===== config.mk =====
export PLATFORM = sky130hd
export DESIGN_NAME = counter4_flat
export DESIGN_NICKNAME = d
export VERILOG_FILES = /design/src/rtl/counter4_pkg.sv /design/src/rtl/counter4_if.sv /design/src/rtl/counter4.sv /design/src/flat_wrapper.sv
export SDC_FILE = /design/constraint.sdc
export NUM_CORES = 1
export LEC_CHECK = 0
export BUFFER_PORTS_ARGS = -buffer_cell sky130_fd_sc_hd__buf_2
export CAP_MARGIN = 30
export CORE_AREA = 2 2 39 41
export CTS_CLUSTER_SIZE = 28
export DETAILED_ROUTE_END_ITERATION = 10
export DIE_AREA = 0 0 41 43
export GPL_ROUTABILITY_DRIVEN = 0
export SLEW_MARGIN = 20
export SYNTH_ARGS = -nofsm -noshare
export SYNTH_HDL_FRONTEND = slang
export SYNTH_SLANG_ARGS = --single-unit

===== constraint.sdc =====
create_clock -name clk -period 1.25 [get_ports clk]
set_clock_uncertainty 0.2 [all_clocks]
set_input_delay 0.3125 -clock clk [delete_from_list [all_inputs] [get_ports clk]]
set_output_delay 0.3125 -clock clk [all_outputs]
set_load 0.05 [all_outputs]

===== src/rtl/counter4_pkg.sv =====
// counter4_pkg: shared constants, types and the next-count helper for counter4.
//   COUNTER4_DEFAULT_WIDTH : default counter width in bits
//   count_t                : default-width count value
//   next_count()           : enable-gated increment with wrap at a terminal value
package counter4_pkg;

    localparam int COUNTER4_DEFAULT_WIDTH = 4;

    typedef logic [COUNTER4_DEFAULT_WIDTH-1:0] count_t;

    // Works on 32-bit values so any legal WIDTH (1..32) can use it.
    // Any value at or above max_val loads 0, so a forced out-of-range
    // count recovers on the next enabled edge.
    function automatic logic [31:0] next_count(input logic [31:0] cur,
                                               input logic [31:0] max_val,
                                               input logic        en);
        if (!en) begin
            return cur;
        end
        if (cur >= max_val) begin
            return '0;
        end
        return cur + 32'd1;
    endfunction

endpackage


===== src/rtl/counter4_if.sv =====
// counter4_if: groups the counter's enable and outputs.
//   en        : count enable (driven by the master)
//   count_out : registered count value (driven by the counter)
//   tc_out    : terminal-count flag, present only when COUNTER4_TC_EN is defined
// Modports: master = user of the counter, slave = counter4 itself.
// Signal semantics: en is sampled on the rising clock; there is no
// valid/ready handshake, the count is always valid after reset.
interface counter4_if
    import counter4_pkg::*;
#(
    parameter int WIDTH = COUNTER4_DEFAULT_WIDTH
) ();

    logic             en;
    logic [WIDTH-1:0] count_out;
`ifdef COUNTER4_TC_EN
    logic             tc_out;

    modport master (output en, input  count_out, input  tc_out);
    modport slave  (input  en, output count_out, output tc_out);
`else
    modport master (output en, input  count_out);
    modport slave  (input  en, output count_out);
`endif

endinterface


===== src/rtl/counter4.sv =====
// counter4: free-running, enable-gated up-counter wrapping at MAX_VAL.
// Ports:
//   clk   : rising-edge clock
//   rst_n : asynchronous active-low reset, clears the count
//   bus   : counter4_if.slave (en in; count_out out; tc_out out when enabled)
// Parameters:
//   WIDTH   : counter width, 1..32
//   MAX_VAL : terminal value, 0 < MAX_VAL <= 2**WIDTH-1
// Optional feature macro: COUNTER4_TC_EN adds tc_out = (count == MAX_VAL) && en.
module counter4
    import counter4_pkg::*;
#(
    parameter int          WIDTH   = COUNTER4_DEFAULT_WIDTH,
    parameter logic [31:0] MAX_VAL = 32'((64'd1 << WIDTH) - 64'd1)
) (
    input  logic      clk,
    input  logic      rst_n,
    counter4_if.slave bus
);

    localparam logic [63:0]      LP_LIMIT = (64'd1 << WIDTH) - 64'd1;
    localparam logic [WIDTH-1:0] LP_MAX   = MAX_VAL[WIDTH-1:0];

    // Reject illegal configurations at elaboration.
    if (WIDTH < 1 || WIDTH > 32) begin : g_bad_width
        $error("counter4: WIDTH must be in 1..32");
    end
    if (MAX_VAL == 32'd0 || {32'd0, MAX_VAL} > LP_LIMIT) begin : g_bad_max
        $error("counter4: MAX_VAL must satisfy 0 < MAX_VAL <= 2**WIDTH-1");
    end

    logic [WIDTH-1:0] r_count;
    logic [WIDTH-1:0] w_next;

    assign w_next = WIDTH'(next_count(32'(r_count), MAX_VAL, bus.en));

    always_ff @(posedge clk or negedge rst_n) begin
        if (!rst_n) begin
            r_count <= '0;
        end else begin
            r_count <= w_next;
        end
    end

    assign bus.count_out = r_count;

`ifdef COUNTER4_TC_EN
    // High in the cycle before a wrap; the count is 0 during reset and
    // MAX_VAL is never 0, so this stays low while reset is held.
    assign bus.tc_out = (r_count == LP_MAX) && bus.en;
`endif

endmodule


===== src/flat_wrapper.sv =====
// flat-port wrapper written by rule: the top's interface ports become plain ports
module counter4_flat import counter4_pkg::*;
#(
    parameter int          WIDTH   = COUNTER4_DEFAULT_WIDTH,
    parameter logic [31:0] MAX_VAL = 32'((64'd1 << WIDTH) - 64'd1)
)
  (clk, rst_n, bus_en, bus_count_out);
  counter4_if #(.WIDTH(WIDTH)) bus_i ();
  input  logic clk;
  input  logic rst_n;
  input wire logic [$bits(bus_i.en)-1:0] bus_en;
  output wire logic [$bits(bus_i.count_out)-1:0] bus_count_out;
  assign bus_i.en = bus_en;
  assign bus_count_out = bus_i.count_out;
  counter4 #(.WIDTH(WIDTH), .MAX_VAL(MAX_VAL)) u_core (.clk(clk), .rst_n(rst_n), .bus(bus_i));
endmodule

# Yosys cells after proc, flatten, opt, wreduce, memory -nomap -nowiden
# Index checks and enable logic that the tools add are counted.
# op_classes
add_sub_neg	1
order_cmp	1
mux	6
# op_table
operator	n
two-way mux 4 bit	4
adder 4 x 1 -> 4 bit (second input constant)	1
greater-or-equal comparator 4 bit (second input constant)	1
two-way mux 1 bit	2
# totals
out_inout_bits	4
register_bits	4

# Depth between registers and ports, before layout
# Gate-level depths: netlist of run 1.
# depth
word_depth	5
mapped_depth	3

# Least setup slack after synthesis of run 1
# OpenSTA, ideal clock, no wires.
# synth_path
path_type	flip-flop to flip-flop
start	register u_core.r_count[1] (netlist: u_core.bus.count_out[1])
end	register u_core.r_count[1] (netlist: u_core.bus.count_out[1])
setup_time_ns	0.125
stages_incl_launch_ff	3
path_buffers	0
slack_ns	-0.292
t_arrival_ns	1.217
required_ns	0.925
path_cell_list	dfrtp_1 > ha_1 > mux2_2
# synth_between
elab_chain_cells	5
# synth_rtl
item	line	source
from (decl)	counter4.sv:32	logic [WIDTH-1:0] r_count;
from (signal assigned)	counter4.sv:41	r_count <= w_next;
greater-or-equal comparator 4 bit	counter4_pkg.sv:20	if (cur >= max_val) begin
two-way mux 1 bit (2 in series)	counter4_pkg.sv:20	
two-way mux 4 bit	counter4_pkg.sv:23	return cur + 32'd1;
two-way mux 4 bit (*)	counter4_pkg.sv:20	
named net u_core.w_next[1]	counter4.sv:33	logic [WIDTH-1:0] w_next;
# Mark *: on every way through the listed nets, which the timed path passes. The rest lies on a longest branch. The select of a mux whose other input is x is not followed.

# Final worst setup path of run 1
# layout_path
start	register u_core.r_count[0] (netlist: u_core.bus.count_out[0])
end	register u_core.r_count[1] (netlist: u_core.bus.count_out[1])
# layout_between
elab_chain_cells	5
# layout_rtl
item	line
greater-or-equal comparator 4 bit	counter4_pkg.sv:20
two-way mux 1 bit (2 in series)	counter4_pkg.sv:20
two-way mux 4 bit (*)	counter4_pkg.sv:23
two-way mux 4 bit (*)	counter4_pkg.sv:20
named net u_core.w_next[1]	counter4.sv:33
# Marked as above.

==> results of run 1 <==
==> timing repair <==
item	4_1_cts	5_1_grt
buffers inserted	3	1
endpoints found under the hold margin	4	0
gates resized for setup	10	1
setup endpoints to repair	4	7
hold buffers	1	0
pin swaps	1	2
==> per-stage QoR <==
step           worst slack, ns  utilization (%)
2_1_floorplan          -0.1113                -
3_3_place_gp           0.01076            18.90
3_5_place_dp          0.009457            18.90
4_1_cts                -0.1002            26.67
5_1_grt                -0.1228            27.40
6_report              -0.09657            27.40
==> final timing paths <==
check | start | end | slack (ns)
min in group asynchronous | rst_n | u_core.bus.count_out[0] | 0.20
setup / recovery | u_core.bus.count_out[0] | u_core.bus.count_out[1] | -0.1
max in group asynchronous | rst_n | u_core.bus.count_out[1] | 0.50
setup reg to reg | u_core.bus.count_out[0] | u_core.bus.count_out[1] | -0.1
hold / removal | bus_en | u_core.bus.count_out[0] | 0.19
hold reg to reg | u_core.bus.count_out[2] | u_core.bus.count_out[2] | 0.40
==> routing by layer <==
| metal | global-route usage (%) | vias to the layer above | share of wire (%) |
|---|---|---|---|
| met1 | 7.767 | 86 | 49 |
| li1 | - | 88 | - |
| met3 | 7.853 | 2 | 7.7 |
| met4 | 4.000 | 0 | 1.4 |
| met2 | 6.875 | 7 | 41 |
| met5 | 0 | - | 0 |
==> cell type report <==
type | count | share of cell area (%)
Multi-Input combinational cell | 11 | 30.03
Timing Repair Buffer | 12 | 30.36
Clock buffer | 4 | 6.931
Sequential cell | 4 | 27.39
Tap cell | 16 | 5.281
==> synthesized netlist by cell type, drive strengths merged <==
cell type  count
a21o           1
a41oi          2
and3           1
dfrtp          4
ha             1
mux2           1
nand2          1
nand2b         1
o21ai          1
or2b           1
xnor2          1
==> logic make-up after synthesis <==
family / synth area share [%]
flip-flops: 53.34
multiplexers: 6.000
XOR/XNOR: 4.668
AO/OA/AOI/OAI: 16.00
adder cells (fa/ha/maj): 6.666
AND/OR/NAND/NOR: 13.34
==> power by group through the flow <==
stage          clock network (mW)  registers, mW  logic (mW)
2_1_floorplan                   0          0.484       0.124
3_3_place_gp                    0          0.270       0.459
5_1_grt                     0.201          0.268       0.762
4_1_cts                     0.191          0.261       0.685
6_report                    0.179          0.264       0.702
3_5_place_dp                    0          0.271       0.461
==> worst reg2reg max path: cells and delay by family (launching register included) <==
family                     cells  cell delay [ns]
adders and majority gates      1             0.22
DFF                            1             0.42
buffers and inverters          1             0.13
muxes                          1             0.25
==> results.txt, run 1 <==
Clock latency on the worst-skew pair, taken at its later pin, is 0.24 ns. STA classifies the critical path startpoint as a flop. The cell sitting at the root of the clock tree is a sky130_fd_sc_hd__clkbuf_4. The detailed-route wire length is 442 µm. The final non-filler cell area is 379.1 µm².

The checks that failed: setup timing. The maximum VDD drop is 0.0007802 V. The global-route total usage across every layer is 6.740%. The number of cells in the design after placement came out at 38. The clock group share of total power came out at 15.7%.

The number of cells on the worst hold path is 3. The kind of capture point of the worst setup path is a flop. The required time at the endpoint of the critical path is 1.16 ns. The number of antenna violations at the first check in global routing came out at 0.

The critical path goes through buf_12, ha_4, mux2_4. The critical path crosses 3 cells after its start point. After synthesis, the largest area contributor takes up 53.33% of total cell area. Data arrives at the worst endpoint at 1.26 ns. The cell with the biggest individual delay on the critical path is sky130_fd_sc_hd__dfrtp_2.

After filler insertion, the fill cell instance count of the layout stands at 153. The number of cells produced by synthesis is 15. The signed area change from the synthesized netlist to the final layout is 102.0%. The number of max-slew violations in the final report is 0. The register with the most flip-flops in the layout has 4 of them. The remaining routing DRC violations came out at 0.

The standard-cell row count is 14. The area of the die came out at 1763 µm². The leftover overflow at the end of global routing is 0. The setup path with the least slack is of type reg -> reg. The synthesized area is 187.7 µm². The number of vias in the routed layout is 183. The routed wirelength normalized by instance count came out at 9.404 µm. The first-pass GRT wire length came out at 696 µm. Grouping stages by cell kind, the critical path spends the most delay in flip-flops. The initial core utilization is 13.56%.

The net switching power is 0.4843 mW. The initial detailed-routing violation count came out at 1. The number of inserted diodes came out at 0.

In this run the cell area measured after placement is 261.5 µm². The worst hold path belongs to the class in -> reg. The final net count is 36. In this run the remaining antenna-violating nets after routing total 0.

Combinational cells account for 61.3% of the total power. The largest fanout on the critical path is 3. The post-layout worst setup margin is -0.09657 ns.

The synthesized area divided by synthesized cell count came out at 12.51 µm². The CTS sink count came out at 4. Static timing analysis puts the maximum clock frequency at 742.6 MHz.

After detailed routing, the number of vias per cell comes to 3.894. The worst stage delay on the critical path came out at 0.42 ns. The flow ran to the end, but the final reports show violations. The length in cells of the worst reg-to-reg path is 3. The post-synthesis sequential element count came out at 4. The count of port buffers added during placement is 6. The worst hold slack is 0.1933 ns. The completed layout was analyzed and its total power is 1.145 mW.

The number of distinct library cells after synthesis came out at 11. The synthesized design spends more area on one cell type than any other, namely sky130_fd_sc_hd__dfrtp_1. The net switching fraction of the power is 42.30%.

The slew at the pin with the worst max-slew slack came out at 0.1969 ns. Leaving out fill and tap cells, the most frequent cells in the layout are sky130_fd_sc_hd__buf_6 (4), sky130_fd_sc_hd__buf_4 (4), sky130_fd_sc_hd__clkbuf_4 (3), sky130_fd_sc_hd__dfrtp_2 (3), sky130_fd_sc_hd__buf_2 (2). The I/O pin total is 7. The level count of the clock H-tree is 1. The number of failing hold endpoints at the final stage is 0. In the final layout, the multi-input gates occupy 113.9 µm². The die is 41 µm wide. Synthesis produced a netlist with a net count of 19. The share of layout cells above drive strength 1 came out at 67.74%. The power density over the cells is 3020 nW/µm². Setup repair after global routing could not meet its margin everywhere. For the final routed database, the setup TNS stands at -0.3745 ns. The number of buffers added by the clock tree synthesis step came out at 3. Once layout is complete, the cells apart from fillers number 47. The count of buffer and inverter cells on the critical path came out at 1. The largest net degree at the start of global routing came out at 7. The internal cell power is 0.6605 mW. The count of warnings emitted by yosys came out at 0. The longest clock path from root to sink contains 2 buffers. The final critical path takes up 107.7% of the cycle. The tool flagged a number of max-cap violations equal to 0.

The area taken by flip-flops and latches came out at 103.9 µm². The post-CTS clock slew at the launch and capture registers of the worst setup and hold paths came out at 0.05 ns. The worst slew margin relative to its limit is 86.70%. Yosys attributes the largest share of cell area to sky130_fd_sc_hd__dfrtp_1 (53%), sky130_fd_sc_hd__a41oi_1 (9.3%), sky130_fd_sc_hd__ha_1 (6.7%). TritonCTS built the clock tree. Setup violations remaining at the end of the flow were counted as 6. The analysis attributes to cell leakage a power of 0.1695 nW. The vertical die dimension came out at 43 µm.

The iteration count of the initial detailed-routing pass came out at 2. The sequential area share after synthesis is 53.33%. The routed design could run at a clock period as short as 1.347 ns. The share of total power in sequential cells is 23.0%. The via count of the first global-routing pass is 156. The core footprint is 1384 µm².
Power figures use the tool's default switching activity.
==> run 2, diff against run 1 <==
--- a/config.mk
+++ b/config.mk
@@ -5,14 +5,15 @@
 export SDC_FILE = /design/constraint.sdc
 export NUM_CORES = 1
 export LEC_CHECK = 0
-export BUFFER_PORTS_ARGS = -buffer_cell sky130_fd_sc_hd__buf_2
 export CAP_MARGIN = 30
 export CORE_AREA = 2 2 39 41
 export CTS_CLUSTER_SIZE = 28
 export DETAILED_ROUTE_END_ITERATION = 10
 export DIE_AREA = 0 0 41 43
+export DONT_BUFFER_PORTS = 1
 export GPL_ROUTABILITY_DRIVEN = 0
 export SLEW_MARGIN = 20
 export SYNTH_ARGS = -nofsm -noshare
 export SYNTH_HDL_FRONTEND = slang
 export SYNTH_SLANG_ARGS = --single-unit
+export TNS_END_PERCENT = 50
==> run 2 against run 1 <==
Net effect: the run still ends with setup timing left; non-clock buffer count fell by 3; critical path depth is 2 lower; total power is 4.3% higher; combinational power increased by 3.8%; clock-buffer cell count shrank 1; clock power fell by 8%; setup slack worse by 0.012 ns; maximum frequency is 0.85% lower; worst hold slack worse by 0.17 ns; via count decreased by 1.1%; largest cell class unchanged; largest power group unchanged; highest routed layer unchanged.
==> results.txt, run 2 (same netlist as run 1, synthesis figures left out) <==
The iteration count of the initial detailed-routing pass is 2 (unchanged). The routed wirelength normalized by instance count is 11.19 µm (+19%). The type of the worst setup path is reg -> out. The level count of the clock H-tree came out at 1 (unchanged). The vertical die dimension came out at 43 µm (unchanged).

Traced cell by cell, the critical path runs through buf_6. The total setup violations reported at the end of the flow came out at 6 (unchanged). The routed via count divided by cell count is 4.209 (+8.1%).

The met1 usage in global routing came out at 8.065% (+0.30 points). The worst setup path is captured at a primary output. The number of max-slew violations in the final report is 0 (unchanged). The insertion delay to the later sink of the worst-skew pair was 0.24 ns (about the same). The worst setup path is launched from a flop. The multi-input combinational cell area came to 111.4 µm² (-2.2%).

After global routing, the most crowded layer is met1. The library cells used most frequently in the layout, excluding fill and tap cells, are sky130_fd_sc_hd__dfrtp_2 (4), sky130_fd_sc_hd__clkbuf_4 (3), sky130_fd_sc_hd__buf_12 (3), sky130_fd_sc_hd__buf_4 (3), sky130_fd_sc_hd__buf_6 (2). The worst stage delay on the critical path is 0.44 ns (+0.02 ns). The number of failing hold endpoints at the final stage came to 0 (unchanged). The signed area change from the synthesized netlist to the final layout came out at 99.33%. The library cell used as clock root buffer is sky130_fd_sc_hd__clkbuf_4. The leftover overflow at the end of global routing came to 0 (unchanged). The number of antenna violations at the first check in global routing came to 0 (unchanged).

The initial core utilization is 13.56% (unchanged). The initial detailed-routing violation count came out at 1 (unchanged). The clock period minus final worst setup slack is 1.358 ns (+0.01158 ns). The width of the die came out at 41 µm (unchanged).

The first-pass GRT wire length came out at 772 µm (+11%). The flip-flop count of the largest register after layout is 4 (unchanged). The TritonCTS clock tree is built. The remaining routing DRC violations is 0 (unchanged). The I/O pin total came out at 7 (unchanged).

The maximum VDD drop came out at 0.0008287 V (+6.2%). The critical path starts at u_core.bus.count_out[1]. The met2 usage is 7.813% (+0.94 points).

The post-CTS clock slew at the launch and capture registers of the worst setup and hold paths is 0.04 ns (about the same). The number of nets with antenna violations after routing is 0 (unchanged). The final critical-path share of the clock period is 108.7% (+0.93 points).

The maximum buffer depth of the clock tree came to 2 (unchanged). The maximum clock rate is 736.3 MHz (-0.85%). The count of port buffers added during placement is 0 (-6). The number of buffers added by the clock tree synthesis step was 3 (unchanged). The worst hold slack is 0.02460 ns (-0.1687 ns). The power density over the cells came to 3190 nW/µm² (+5.6%). On the critical path, the stage with the largest delay is an instance of sky130_fd_sc_hd__dfrtp_2. The setup TNS came out at -0.4716 ns (-0.09710 ns). Leaving out fill and tap cells, the most frequent cell in the layout is sky130_fd_sc_hd__dfrtp_2.

The required time at the endpoint of the critical path came to 0.74 ns (-0.42 ns). The final non-filler cell area is 374.1 µm² (-1.3%). The number of vias in the routed layout is 181 (-1.1%).

The area taken by flip-flops and latches came out at 105.1 µm² (+1.2%). The post-layout worst setup margin came out at -0.1081 ns (-0.01158 ns). The number of filler instances in the final layout was 141 (-7.8%). The standard-cell row count came out at 14 (unchanged). The CTS sink count came out at 4 (unchanged). The global-route total usage across every layer came out at 7.437% (+0.70 points). The worst slew margin relative to its limit is 83.83% (-2.9 points). The area of the die is 1763 µm² (unchanged). The checks that failed: setup timing.

Setup repair after global routing could not meet its margin everywhere. The met3 layer usage reported by global route is 7.853% (unchanged). The final net count was 33 (-8.3%). The worst path arrival time came out at 0.85 ns (-0.41 ns). The count of max-cap constraint violations is 0 (unchanged). The family with the most delay on the worst path is flip-flops. The largest net degree at the start of global routing came to 7 (unchanged). The largest fanout on the critical path is 4 (+1). The slew at the pin with the worst max-slew slack is 0.2394 ns (+0.04256 ns). The core footprint was 1384 µm² (unchanged). The tightest min-delay check is of the in -> reg type. In this run the most critical hold path is launched from bus_en.

The count of buffer and inverter cells on the critical path came to 1 (unchanged). The number of inserted diodes came out at 0 (unchanged). The startpoint identified for the worst register-to-register timing path is u_core.bus.count_out[0]. The detailed-route wire length is 481 µm (+8.8%). The flow ran to the end, but the final reports show violations. The post-detailed-placement cell area came out at 277.8 µm² (+6.2%). The share of layout cells above drive strength 1 is 70.37% (+2.6 points).

The leakage power came out at 0.1599 nW (-5.7%). The via count of the first global-routing pass is 170 (+9.0%).
## run 2: changes by cell type in the layout (fill, tap and decap cells not counted), sizes merged
cell    before  now
clkbuf       4    3
buf         11    8
## run 2: area by class of cell
| cell class | count | share of cell area (%) |
|---|---|---|
| Clock buffer | 3 | 6.020 |
| Multi-Input combinational cell | 11 | 29.77 |
| Sequential cell | 4 | 28.09 |
| Tap cell | 16 | 5.351 |
| Timing Repair Buffer | 9 | 30.77 |
## run 2: per-stage QoR
| step | worst slack [ns] | util [%] | std cells | power [mW] |
|---|---|---|---|---|
| 2_1_floorplan | -0.1113 | - | 15 | 0.6030 |
| 3_3_place_gp | 0.01740 | 20.07 | 35 | 0.8154 |
| 3_5_place_dp | 0.001497 | 20.07 | 35 | 0.8453 |
| 4_1_cts | -0.1098 | 25.32 | 41 | 1.128 |
| 5_1_grt | -0.1326 | 27.03 | 43 | 1.277 |
| 6_report | -0.1081 | 27.03 | 43 | 1.193 |
## run 2: path summary, 6_finish.rpt
kind | endpoint | slack (ns) | cells after the start
min in group asynchronous | u_core.bus.count_out[3] | 0.15 | 1
worst min register to register | u_core.bus.count_out[3] | 0.37 | 1
worst min-delay path | u_core.bus.count_out[3] | 0.02 | 1
max in group asynchronous | u_core.bus.count_out[2] | 0.52 | 1
worst max register to register | u_core.bus.count_out[1] | -0.07 | 3
worst max-delay path | bus_count_out[1] | -0.11 | 1
## run 2: power by group
part | internal [mW] | switching [mW]
Sequential | 0.203 | 0.0968
Combinational | 0.385 | 0.344
Clock | 0.108 | 0.0572
## run 2: routing by layer
layer	vias to the layer above	part of all wire [%]
met5	-	0
met4	0	2.5
met3	4	15
met2	10	42
met1	84	41
li1	83	-
## run 2: repair_timing
action                     in CTS  in global routing
hold endpoints to repair        4                  0
hold buffers                    1                  0
pin swaps                       0                  2
setup endpoints to repair       5                  7
setup buffers                   2                  2
gates resized for setup         5                  2
==> run 3, diff against run 2 <==
--- a/config.mk
+++ b/config.mk
@@ -12,6 +12,7 @@
 export DIE_AREA = 0 0 41 43
 export DONT_BUFFER_PORTS = 1
 export GPL_ROUTABILITY_DRIVEN = 0
+export SETUP_SLACK_MARGIN = 0.05
 export SLEW_MARGIN = 20
 export SYNTH_ARGS = -nofsm -noshare
 export SYNTH_HDL_FRONTEND = slang
==> run 3 against run 2 <==
Net effect: the flow still finishes with violations (setup timing); die area unchanged; global-route usage is the same; largest cell class is now multi-input gates; non-clock buffer count down 1; sequential share of layout area up 0.58 points; total power is 2.0% lower; largest power group unchanged; setup slack better by 0.0050 ns; clock power hardly changed; wire length down 3.1%; maximum frequency up 0.37%; sequential cell count did not move.
==> results.txt, run 3 (same netlist as run 1, synthesis figures left out) <==
The number of max-slew violations in the final report is 0 (unchanged). The number of inserted diodes came out at 0 (unchanged). The leakage power is 0.1551 nW (-3.0%). The slew at the pin with the worst max-slew slack came to 0.2561 ns (+0.01664 ns). The number of nets with antenna violations after routing is 0 (unchanged). The final cell count without fillers came to 42 (-2.3%). The number of failing hold endpoints at the final stage came to 0 (unchanged). Relative to the synthesized area, the layout overhead comes to 95.33%.

The global routing stage identified its most utilized layer as met2. The insertion delay to the later sink of the worst-skew pair came out at 0.24 ns (about the same). The count of max-cap constraint violations is 0 (unchanged).

The I/O pin total came out at 7 (unchanged). The checks that failed: setup timing. The final critical-path share of the clock period came out at 108.3% (-0.40 points). The post-CTS clock slew at the launch and capture registers of the worst setup and hold paths came out at 0.04 ns (about the same).

The number of vias in the routed layout is 175 (-3.3%). The vertical die dimension came out at 43 µm (unchanged). The largest individual stage delay along the critical path comes from the cell sky130_fd_sc_hd__dfrtp_2.

The power density over the cells came out at 3190 nW/µm² (about the same). The width of the die came out at 41 µm (unchanged). The flip-flop count of the largest register after layout was 4 (unchanged). The flow ran to the end, but the final reports show violations. The number of cells in the design after placement is 35 (unchanged). TritonCTS built the clock tree. In the layout the commonest cells are sky130_fd_sc_hd__dfrtp_2 (4), sky130_fd_sc_hd__clkbuf_4 (3), sky130_fd_sc_hd__buf_12 (3). The post-layout worst setup margin is -0.1032 ns (+0.004959 ns). The largest net degree at the start of global routing came to 7 (unchanged). The count of buffer and inverter cells on the critical path came out at 1 (unchanged). The final non-filler cell area is 366.6 µm² (-2.0%). Leaving out fill and tap cells, the most frequent cell in the layout is sky130_fd_sc_hd__dfrtp_2. The maximum VDD drop came out at 0.0008215 V (-0.86%). The routed wirelength normalized by instance count is 11.10 µm (-0.81%). The met1 usage in global routing is 7.742% (-0.32 points). The maximum clock rate came out at 739.0 MHz (+0.37%).

The final net count is 32 (-3.0%). Broken down by cell family, the worst path's largest delay share belongs to flip-flops. The global-route total usage across every layer came out at 7.437% (unchanged). The worst path arrival time is 0.84 ns (about the same). The worst slew margin relative to its limit came to 82.70% (-1.1 points). The remaining routing DRC violations came to 0 (unchanged). The required time at the endpoint of the critical path came to 0.74 ns (about the same). The initial detailed-routing violation count is 1 (unchanged). The detailed-route wire length came out at 466 µm (-3.1%). The worst stage delay on the critical path is 0.44 ns (about the same). The routed via count divided by cell count came to 4.167 (-1.0%).

The initial core utilization came out at 13.56% (unchanged). The iteration count of the initial detailed-routing pass was 2 (unchanged). The area of the die is 1763 µm² (unchanged).

The met2 usage came out at 8.125% (+0.31 points). The number of filler instances in the final layout came out at 141 (unchanged). The signal on the critical path passes through buf_6. The leftover overflow at the end of global routing is 0 (unchanged). The level count of the clock H-tree came out at 1 (unchanged).

The clock period minus final worst setup slack is 1.353 ns (-0.004959 ns). The maximum buffer depth of the clock tree is 2 (unchanged). The CTS sink count is 4 (unchanged). The worst setup path is of the reg -> out kind. The post-detailed-placement cell area was 277.8 µm² (unchanged).

The total setup violations reported at the end of the flow came out at 6 (unchanged). The number of buffers added by the clock tree synthesis step is 3 (unchanged). The library cell used as clock root buffer is sky130_fd_sc_hd__clkbuf_4. The pre-CTS setup slack was 0.001497 ns (unchanged). Setup repair after global routing could not meet its margin everywhere. The count of port buffers added during placement is 0 (unchanged). The worst hold path belongs to the class in -> reg.

The number of antenna violations at the first check in global routing is 0 (unchanged). The worst setup path is launched from a flop. The total power draw is 1.169 mW (-2.0%).

The share of layout cells above drive strength 1 came to 69.23% (-1.1 points). The standard-cell row count is 14 (unchanged). The via count of the first global-routing pass was 176 (+3.5%). The largest fanout on the critical path is 4 (unchanged). The met3 layer usage reported by global route came out at 7.853% (unchanged). The kind of capture point of the worst setup path is a primary output. The first-pass GRT wire length came out at 779 µm (+0.91%). The core footprint is 1384 µm² (unchanged).
run 3: power breakdown:
group | switching, mW | leakage, nW | internal [mW] | total, mW
clock | 0.0558 | 0.0138 | 0.108 | 0.163
combinational | 0.346 | 0.0982 | 0.367 | 0.713
sequential | 0.0900 | 0.0431 | 0.203 | 0.293
run 3: what timing repair did:
action                     CTS  global route
hold endpoints to repair     4             0
gates resized for setup      5             2
setup endpoints to repair    6             7
cloned                       0             0
pin swaps                    1             0
buffers inserted             3             0
hold buffers                 1             0
run 3: layer usage:
| layer | vias to the layer above | wire [µm] | part of all wire, % |
|---|---|---|---|
| met1 | 82 | 184 | 39 |
| met3 | 2 | 69 | 15 |
| met2 | 10 | 204 | 44 |
| li1 | 81 | - | - |
| met5 | - | 0 | 0 |
| met4 | 0 | 8 | 1.7 |
run 3: through the flow:
stage | util [%] | hold WS (ns) | TNS (ns)
after floorplan | - | -0.1831 | -0.2060
after global placement | 20.07 | -0.1830 | 0
after detailed placement | 20.07 | -0.1830 | 0
after CTS | 25.86 | 0.01964 | -0.5007
after global routing | 26.49 | 0.01895 | -0.6437
final | 26.49 | 0.02600 | -0.4674
run 3: worst paths after layout:
check	depth (start not counted)	startpoint	slack, ns	endpoint
worst max-delay path	1	u_core.bus.count_out[1]	-0.10	bus_count_out[1]
worst min-delay path	2	bus_en	0.03	u_core.bus.count_out[2]
worst max register to register	3	u_core.bus.count_out[0]	-0.07	u_core.bus.count_out[1]
worst min register to register	1	u_core.bus.count_out[3]	0.37	u_core.bus.count_out[3]
max in group asynchronous	1	rst_n	0.52	u_core.bus.count_out[2]
min in group asynchronous	1	rst_n	0.15	u_core.bus.count_out[3]
run 3: layout make-up:
type / count / area, µm² / share of cell area (%)
Tap cell: 16 / 20.02 / 5.461
Multi-Input combinational cell: 11 / 111.4 / 30.38
Sequential cell: 4 / 105.1 / 28.67
Clock buffer: 3 / 22.52 / 6.143
Timing Repair Buffer: 8 / 107.6 / 29.35
